File: src/rtl/rgby_pkg.sv
// Shared RGBY colour codes, selector state encoding and default row geometry
// used by the nib selector and the motion controller.
package rgby_pkg;

  localparam logic [1:0] RGBY_R = 2'd0;
  localparam logic [1:0] RGBY_G = 2'd1;
  localparam logic [1:0] RGBY_B = 2'd2;
  localparam logic [1:0] RGBY_Y = 2'd3;

  localparam int unsigned ROW_NIB_COUNT = 10;

  typedef enum logic [2:0] {
    SEL_IDLE,
    SEL_SETTLE,
    SEL_WAIT,
    SEL_NEXT,
    SEL_OUTPUT
  } sel_state_t;

endpackage

File: src/rtl/cycle_timer.sv
// Clearable up-counter that flags the cycle on which it reaches LIMIT-1.
module cycle_timer #(
  parameter int unsigned LIMIT = 2
) (
  input  logic clk,
  input  logic reset,
  input  logic clear,
  input  logic en,
  output logic done
);

  localparam int unsigned CNT_W = (LIMIT > 1) ? $clog2(LIMIT) : 1;

  logic [CNT_W-1:0] count;

  always_ff @(posedge clk) begin
    if (!reset)     count <= '0;
    else if (clear) count <= '0;
    else if (en)    count <= count + 1'b1;
  end

  // done looks at the incremented value, so the owner leaves its state on the
  // same edge the counter reaches LIMIT-1; LIMIT=1 is done on the first cycle.
  assign done = en && ((32'(count) + 32'd1) >= (LIMIT - 32'd1));

endmodule

File: src/rtl/nib_selector.sv
// Row-scan stage: steps the sensor mux over every nib, samples each colour,
// packs the row and hands it off over valid/ready before pulsing complete.
module nib_selector
  import rgby_pkg::*;
#(
  parameter int unsigned NIB_COUNT      = ROW_NIB_COUNT,
  parameter int unsigned SEL_W          = 4,
  parameter int unsigned SETTLE_CYCLES  = 4096,
  parameter int unsigned TIMEOUT_CYCLES = 65535
) (
  input  logic                   clk,
  input  logic                   reset,
  input  logic                   startSelector,
  output logic [SEL_W-1:0]       sensorSelect,
  output logic                   sampleReq,
  input  logic                   sampleValid,
  input  logic [1:0]             colorCode,
  output logic [2*NIB_COUNT-1:0] rowData,
  output logic [NIB_COUNT-1:0]   errorMask,
  output logic                   rowValid,
  input  logic                   rowReady,
  output logic                   selectorComplete,
  output logic                   busy
);

  localparam int unsigned IDX_W = (NIB_COUNT > 1) ? $clog2(NIB_COUNT) : 1;
  localparam int unsigned ROW_W = 2 * NIB_COUNT;

  sel_state_t       state, state_d;
  logic [IDX_W-1:0] idx, idx_d;
  logic [SEL_W-1:0] sel_d;
  logic             req_d;
  logic [ROW_W-1:0] row_d;
  logic [NIB_COUNT-1:0] err_d;
  logic             valid_d;
  logic             done_d;

  logic settle_clear, settle_en, settle_done;
  logic tmo_clear, tmo_en, tmo_done;

  cycle_timer #(.LIMIT(SETTLE_CYCLES)) u_settle (
    .clk   (clk),
    .reset (reset),
    .clear (settle_clear),
    .en    (settle_en),
    .done  (settle_done)
  );

  cycle_timer #(.LIMIT(TIMEOUT_CYCLES)) u_timeout (
    .clk   (clk),
    .reset (reset),
    .clear (tmo_clear),
    .en    (tmo_en),
    .done  (tmo_done)
  );

  always_comb begin
    state_d      = state;
    idx_d        = idx;
    sel_d        = sensorSelect;
    req_d        = 1'b0;
    row_d        = rowData;
    err_d        = errorMask;
    valid_d      = rowValid;
    done_d       = 1'b0;
    settle_clear = 1'b0;
    tmo_clear    = 1'b0;
    settle_en    = (state == SEL_SETTLE);
    tmo_en       = (state == SEL_WAIT);

    unique case (state)
      SEL_IDLE: begin
        if (startSelector) begin
          idx_d        = '0;
          sel_d        = '0;
          row_d        = '0;
          err_d        = '0;
          settle_clear = 1'b1;
          state_d      = SEL_SETTLE;
        end
      end
      SEL_SETTLE: begin
        if (settle_done) begin
          req_d     = 1'b1;
          tmo_clear = 1'b1;
          state_d   = SEL_WAIT;
        end
      end
      SEL_WAIT: begin
        // A sample on the timeout cycle still wins over the error.
        if (sampleValid) begin
          row_d   = (rowData & ~(ROW_W'(2'b11) << {idx, 1'b0}))
                  | (ROW_W'(colorCode) << {idx, 1'b0});
          state_d = SEL_NEXT;
        end else if (tmo_done) begin
          row_d   = (rowData & ~(ROW_W'(2'b11) << {idx, 1'b0}))
                  | (ROW_W'(RGBY_R) << {idx, 1'b0});
          err_d   = errorMask | (NIB_COUNT'(1) << idx);
          state_d = SEL_NEXT;
        end
      end
      SEL_NEXT: begin
        if (idx == IDX_W'(NIB_COUNT - 1)) begin
          valid_d = 1'b1;
          state_d = SEL_OUTPUT;
        end else begin
          idx_d        = idx + 1'b1;
          sel_d        = SEL_W'(idx_d);
          settle_clear = 1'b1;
          state_d      = SEL_SETTLE;
        end
      end
      SEL_OUTPUT: begin
        if (rowReady) begin
          valid_d = 1'b0;
          done_d  = 1'b1;
          state_d = SEL_IDLE;
        end
      end
      default: state_d = SEL_IDLE;
    endcase
  end

  always_ff @(posedge clk) begin
    if (!reset) begin
      state            <= SEL_IDLE;
      idx              <= '0;
      sensorSelect     <= '0;
      sampleReq        <= 1'b0;
      rowData          <= '0;
      errorMask        <= '0;
      rowValid         <= 1'b0;
      selectorComplete <= 1'b0;
    end else begin
      state            <= state_d;
      idx              <= idx_d;
      sensorSelect     <= sel_d;
      sampleReq        <= req_d;
      rowData          <= row_d;
      errorMask        <= err_d;
      rowValid         <= valid_d;
      selectorComplete <= done_d;
    end
  end

  assign busy = (state != SEL_IDLE);

endmodule

File: config.mk
export PLATFORM = sky130hd
export DESIGN_NAME = nib_selector
export DESIGN_NICKNAME = d
export VERILOG_FILES = /design/src/rtl/rgby_pkg.sv /design/src/rtl/cycle_timer.sv /design/src/rtl/nib_selector.sv
export SDC_FILE = /design/constraint.sdc
export NUM_CORES = 1
export LEC_CHECK = 0
export ABC_AREA = 1
export BUFFER_PORTS_ARGS = -buffer_cell sky130_fd_sc_hd__buf_2
export CORE_MARGIN = 5
export CORE_UTILIZATION = 30
export CTS_BUF_LIST = sky130_fd_sc_hd__clkbuf_16
export CTS_CLUSTER_SIZE = 24
export DETAILED_ROUTE_END_ITERATION = 10
export HOLD_SLACK_MARGIN = 0.02
export SLEW_MARGIN = 5
export SYNTH_ARGS = -nofsm -noshare
export SYNTH_HDL_FRONTEND = slang
export SYNTH_SLANG_ARGS = --single-unit
export TNS_END_PERCENT = 5
File: constraint.sdc
create_clock -name clk -period 2.8 [get_ports clk]
set_clock_uncertainty 0.15 [all_clocks]
set_input_delay 0.14 -clock clk [delete_from_list [all_inputs] [get_ports clk]]
set_output_delay 0.14 -clock clk [all_outputs]
set_load 0.005 [all_outputs]
**After elaboration in Yosys (flattened, before gate mapping)**

Index checks and enable logic that the tools add are counted.

- Input port bits: 7
- Flip-flop bits (word level): 68
- Output and inout bits: 38
- Logic and storage cells: 81

- Muxes and demuxes: 27
- Bitwise operators: 6
- Add/sub/neg operators: 5
- Order comparisons: 2
- Reduce and logical (&&, ||, !) cells: 15
- Equal/unequal tests: 13
- Shifts and indexed selects: 4

Operators by type and width:

| operator | number |
|---|---|
| 2-to-1 mux 20 bit | 3 |
| OR 20 bit | 2 |
| case mux 20 bit (2 select lines) | 1 |
| greater-or-equal comparator 32 x 12 -> 1 bit, second input constant | 1 |
| greater-or-equal comparator 32 x 16 -> 1 bit, second input constant | 1 |
| 2-to-1 mux 10 bit | 3 |
| bitwise AND 20 bit | 1 |
| NOT 20 bit | 1 |
| case mux 10 bit (2 select lines) | 1 |
| << shifter 1 x 5 -> 20 bit, first input constant | 1 |
| << shifter 2 x 5 -> 20 bit | 1 |
| << shifter 2 x 5 -> 20 bit, first input constant | 1 |
| 2-to-1 mux 3 bit | 6 |
| adder 16 x 1 -> 17 bit, second input constant | 1 |
| adder 16 x 1 -> 16 bit, second input constant | 1 |
| case mux 3 bit (5 select lines) | 1 |
| inequality test 2 bit, second input constant | 7 |
| adder 12 x 1 -> 13 bit, second input constant | 1 |
| adder 12 x 1 -> 12 bit, second input constant | 1 |
| OR 10 bit | 1 |
| << shifter 1 x 4 -> 10 bit, first input constant | 1 |
| AND reduction 3 bit | 3 |
| 2-to-1 mux 4 bit | 2 |
| case mux 4 bit (2 select lines) | 1 |
| other kinds (16) | 29 |

**Logic depth before layout (Yosys ltp)**

- Depth after elaboration: 7
- Gate-level depth with buffers: 15
- Gate-level depth less buffers: 15

**Cells and area by module**

A second synthesis with hierarchy kept.

- Cells, all modules: 604
- Area total of the unflattened synthesis: 3911.3 um^2

By module, submodules not included:

| module | area each (um^2) | cells an instance | times used | seq. area each (um^2) |
|---|---|---|---|---|
| nib_selector | 2053.2 | 298 | 1 | 800.8 |
| cycle_timer at u_timeout | 1072.3 | 177 | 1 | 320.3 |
| cycle_timer at u_settle | 785.8 | 129 | 1 | 240.2 |

**Worst setup path before layout**

OpenSTA, ideal clock, no wires.

- Kind: register to register
- From: reg u_timeout.count[0]
- To: reg rowData[1]
- Period minus slack after synthesis: 2.006 ns
- Stages on the path, launching flop included: 16
- Required time: 2.535 ns
- Arrival time: 1.741 ns
- Setup slack: 0.794 ns
- Cell sequence: dfxtp_1 -> ha_1 -> nand2_1 -> nor2_4 -> nand2_1 -> nand2_1 -> nand2_1 -> nor2_1 -> nand2_1 -> nor2_2 -> nand3_2 -> nand3_4 -> buf_4 -> nand3_1 -> nand2_1 -> nor2_1

- Longest elaborated chain between the ends: 5

RTL lines:

| element | line | text |
|---|---|---|
| from (decl) | cycle_timer.sv:14 | `logic [CNT_W-1:0] count;` |
| from (signal assigned) | cycle_timer.sv:19 | `else if (en) count <= count + 1'b1;` |
| adder 16 x 1 -> 17 bit | cycle_timer.sv:24 | `assign done = en && ((32'(count) + 32'd1) >= (LIMIT - 32'd1));` |
| greater-or-equal comparator 32 x 16 -> 1 bit | cycle_timer.sv:24 |  |
| logical AND 1 bit | cycle_timer.sv:24 |  |
| inequality test 3 bit (no line) | n/a |  |
| AND reduction 3 bit (no line) | n/a |  |
| to (signal assigned) | nib_selector.sv:139 | `rowData <= row_d;` |
| to (decl) | nib_selector.sv:18 | `output logic [2*NIB_COUNT-1:0] rowData,` |

No other way between the ends.
A chain may end at the register's enable or synchronous reset.

**Worst setup path in the final report**

- From: reg idx[1]
- To: reg u_settle.count[7]

- Longest elaborated chain between the ends: 4

RTL lines:

| element | line | text |
|---|---|---|
| from (decl) | nib_selector.sv:30 | `logic [IDX_W-1:0] idx, idx_d;` |
| from (signal assigned) | nib_selector.sv:136 | `idx <= idx_d;` |
| == test 4 bit | nib_selector.sv:103 | `if (idx == IDX_W'(NIB_COUNT - 1)) begin` |
| 2-to-1 mux 1 bit | nib_selector.sv:103 |  |
| case mux 1 bit (2 select lines) | nib_selector.sv:71 | `unique case (state)` |
| OR reduction 2 bit (no line) | n/a |  |
| to (signal assigned) | cycle_timer.sv:19 |  |
| to (decl) | cycle_timer.sv:14 |  |

No other way between the ends.

==> results.md <==
* Result of the run: finished clean
* Gate family responsible for the most delay along the worst path: simple AND/OR/NAND/NOR gates
* Library cell with the largest summed area after synthesis: dfxtp_1
* Worst path bufs/invs at 5
* TritonCTS clock tree: done
* Fraction of final layout cells sized beyond drive strength 1 at 13.4%
* Data arrival time at the worst-slack endpoint at 2.52 ns
* Core Rows at 42
* Iteration count of the initial detailed-routing pass at 4
* Parity-gate share of the synthesized area counting xor and xnor cells at 0.666%
* First-pass GRT wire length at 16800 µm
* Number of top-level pins at 45
* First DRT Iteration DRCs at 287
* Post-route antenna net violation count at 0
* Total number of vias at 3867
* First element of the critical path: idx[1]
* Peak VDD IR at 0.365 mV
* Port Buffers at 44
* Min-Delay Path Depth at 3
* P per Cell Area at 891 nW/µm²
* Sum of negative setup slack at 0 ns
* Synth Net Count at 638
* CP Max Fanout at 9
* Reg2Reg Launch Point: idx[1]
* Worst relative slew slack at 56.2%
* Maximum number of pins on one net before global-route repair at 36
* Number of max-cap violations at 0
* Area of the multi-input gates at 2180 µm²
* Final Critical Period at 2.39 ns
* DIE AREA at 15600 µm²
* Critical Path, Cell by Cell: inv_1, ha_1, inv_1, nor3_1, inv_1, nand2_1, nand2_1, nor2_2, inv_2, a21oi_1, o21ai_0, inv_1
* Via count of the first global-routing pass at 3451
* Top flip-flop cell by instance count after synthesis: dfxtp_1
* Number of antenna repair diodes at 0
* Most used standard cells in the synthesized netlist: nand2_1 (160), nor2_1 (81), inv_1 (78), dfxtp_1 (68), nand3_1 (50)
* DRC viols at 0
* WL final at 10200 µm
* Number of cells on the critical path at 12
* Number of hold violations in the final report at 0
* Hold wc startpoint: reset
* End point of the critical path: u_settle.count[7]
* Required time at the endpoint of the critical path at 2.93 ns
* CTS root buffer: clkbuf_16
* Syn Std Cell Area at 3950 µm²
* Gp weighted congestion at 0.803
* Number of enable flip-flop cells after synthesis at 0
* Cell mode on critical path: inv_1
* Flip-flop and latch count after synthesis at 68
* Maximum level of the CTS H-tree at 3
* CP Class: reg -> reg
* Most numerous cell in the Yosys netlist: nand2_1
* Final setup fails at 0
* Compound-Gate Fraction of Synth Area at 14.8%
* Core area at 13100 µm²
* Crit-path slowest cell: dfxtp_1
* Post-route fraction of the period consumed by the critical path at 85.3%
* X dimension of the die at 125 µm
* Number of buffers inserted during clock tree synthesis at 9
* Multiplexer share of the synthesized area at 0%
* Top post-synthesis cells by area: dfxtp_1 (34%), nand2_1 (15%), nor2_1 (7.7%), inv_1 (7.4%), nand3_1 (6.3%)
* Largest family of logic cells by synthesized area: simple AND/OR/NAND/NOR gates
* Portion of synthesized cell area occupied by the leading cell type at 34.5%
* Maximum single-stage delay on the critical path at 0.39 ns
* Detailed-route wire length per cell at 12.1 µm
* Clock insertion delay at the later pin of the skew report at 0.33 ns
* Synthesized netlist cell count at 621
* Synth warn at 0
* NumNets Final at 680
* FF+latch area at 1360 µm²
* Effective utilization at floorplan at 30.2%
* Clock slew seen by the registers of the worst setup and hold paths at 0.06 ns
* Global-route congestion overflow total at 0
* Fraction of the mapped netlist area in simple logic gates at 36.4%
* Count of final max-slew check failures at 0
* Part of the Yosys area used for sequential elements at 34.5%
* RSZ-0062 raised after global routing: no
* FFs w/ async S/R, synth at 0%
* Maximum clock frequency at 419 MHz
* Final core area utilization at 35.4%
* Worst R2R Path Depth at 12
* Buffer depth of the longest clock path at 2
* Setup repair bufs after CTS at 0
* Clock sink count at 68
* Worst min path class: in -> reg
* Synthesized-area fraction occupied by adder cells at 3.17%
* Vias per Instance at 4.59
* Die Height at 125 µm
* Worst Setup Start Kind: register
* Tot GR Track Use at 13.0%
* CP endpoint kind: register
* Fill cell instance count of the final layout at 1436
* Number of antenna violations at the first check in global routing at 1
* R2r setup slk at 0.41 ns
* Number of distinct library cells after synthesis at 33
* Worst reg2reg path endpoint: u_settle.count[7]
* Layout Area Growth over Synthesis at 17.4%
* Leakage dissipation at 1.99 nW
* Slew at the pin closest to its max-slew limit at 0.652 ns
* Mean post-synth cell area at 6.36 µm²
* HPWL reported at the end of detailed placement at 7350 µm
==> worst min-delay path by stage <==
| stage | end | slack (ns) |
|---|---|---|
| floorplan | selectorComplete | 0.13 |
| global placement | selectorComplete | 0.26 |
| detailed placement | selectorComplete | 0.26 |
| CTS | rowData[9] | 0.12 |
| global route | rowData[5] | 0.13 |
| finish | rowData[9] | 0.13 |
==> flip-flops by register name, summed over array words and instances, names as in the netlist <==
register          cells
u_timeout.count      16
rowValid              1
u_settle.count       12
rowData              20
state                 3
selectorComplete      1
idx                   4
errorMask            10
sampleReq             1
==> repair_timing <==
item / in CTS / in global routing
resized for setup: 0 / 2
endpoints found under the hold margin: 3 / 0
hold buffers: 1 / 0
endpoints found under the setup margin: 0 / 2
==> area by class of cell <==
class / instances / area share, %
Clock buffer: 9 / 4.86
Clock inverter: 5 / 1.19
Inverter: 84 / 6.81
Multi-Input combinational cell: 449 / 47.1
Sequential cell: 68 / 29.4
Tap cell: 176 / 4.75
Timing Repair Buffer: 51 / 5.94
==> cells in the final DEF (no fill, tap or decap), drive strengths merged <==
master	n
a211oi	19
a21oi	47
a31oi	1
and3	1
buf	50
bufinv	1
clkbuf	9
clkinv	4
clkinvlp	1
dfxtp	68
dlygate4sd3	1
ha	10
inv	83
nand2	165
nand3	53
nand4	11
nor2	88
nor3	11
nor4	1
o211ai	2
o21ai	30
o21bai	2
o22ai	2
or2	3
xnor2	1
xor2	2
==> power breakdown <==
| group | switching, mW | total, mW | leakage [nW] | internal (mW) |
|---|---|---|---|---|
| Combinational | 0.990 | 1.57 | 1.30 | 0.576 |
| Sequential | 0.245 | 1.46 | 0.555 | 1.22 |
| Clock | 0.419 | 1.10 | 0.135 | 0.676 |
==> through the flow <==
stage | setup slack [ns] | cell area (µm²) | instances | total power [mW] | hold slack [ns]
5_1_grt | 0.0735 | 4630 | 842 | 4.48 | 0.127
3_3_place_gp | 0.350 | 4340 | 827 | 3.04 | 0.257
4_1_cts | 0.299 | 4630 | 842 | 4.17 | 0.116
3_5_place_dp | 0.320 | 4340 | 827 | 3.04 | 0.261
6_report | 0.412 | 4630 | 842 | 4.13 | 0.129
2_1_floorplan | 0.794 | 3950 | 621 | 2.58 | 0.133
==> kinds of logic after synthesis <==
| family | after synthesis |
|---|---|
| AND/OR/NAND/NOR | 333 |
| buffers and inverters | 104 |
| adder cells (fa/ha/maj) | 10 |
| flip-flops | 68 |
| XOR/XNOR | 3 |
| AO/OA/AOI/OAI | 103 |
==> worst reg2reg max path: cells and delay by family, from the launching register on <==
kind | cells | cell delay, ns
and+or+nand+nor | 4 | 0.72
buffers and inverters | 5 | 0.66
AOI/OAI and AO/OA | 2 | 0.21
DFF | 1 | 0.39
adders and majority gates | 1 | 0.20
==> per-layer routing <==
layer | vias to the layer above | part of all wire [%] | global-route usage, %
li1 | 2096 | - | -
met1 | 1672 | 47 | 16.6
met2 | 85 | 46 | 21.0
met3 | 12 | 5.5 | 4.37
met4 | 2 | 1.3 | 3.48
met5 | - | 0.13 | 0
(Power assumes the default switching activity.)
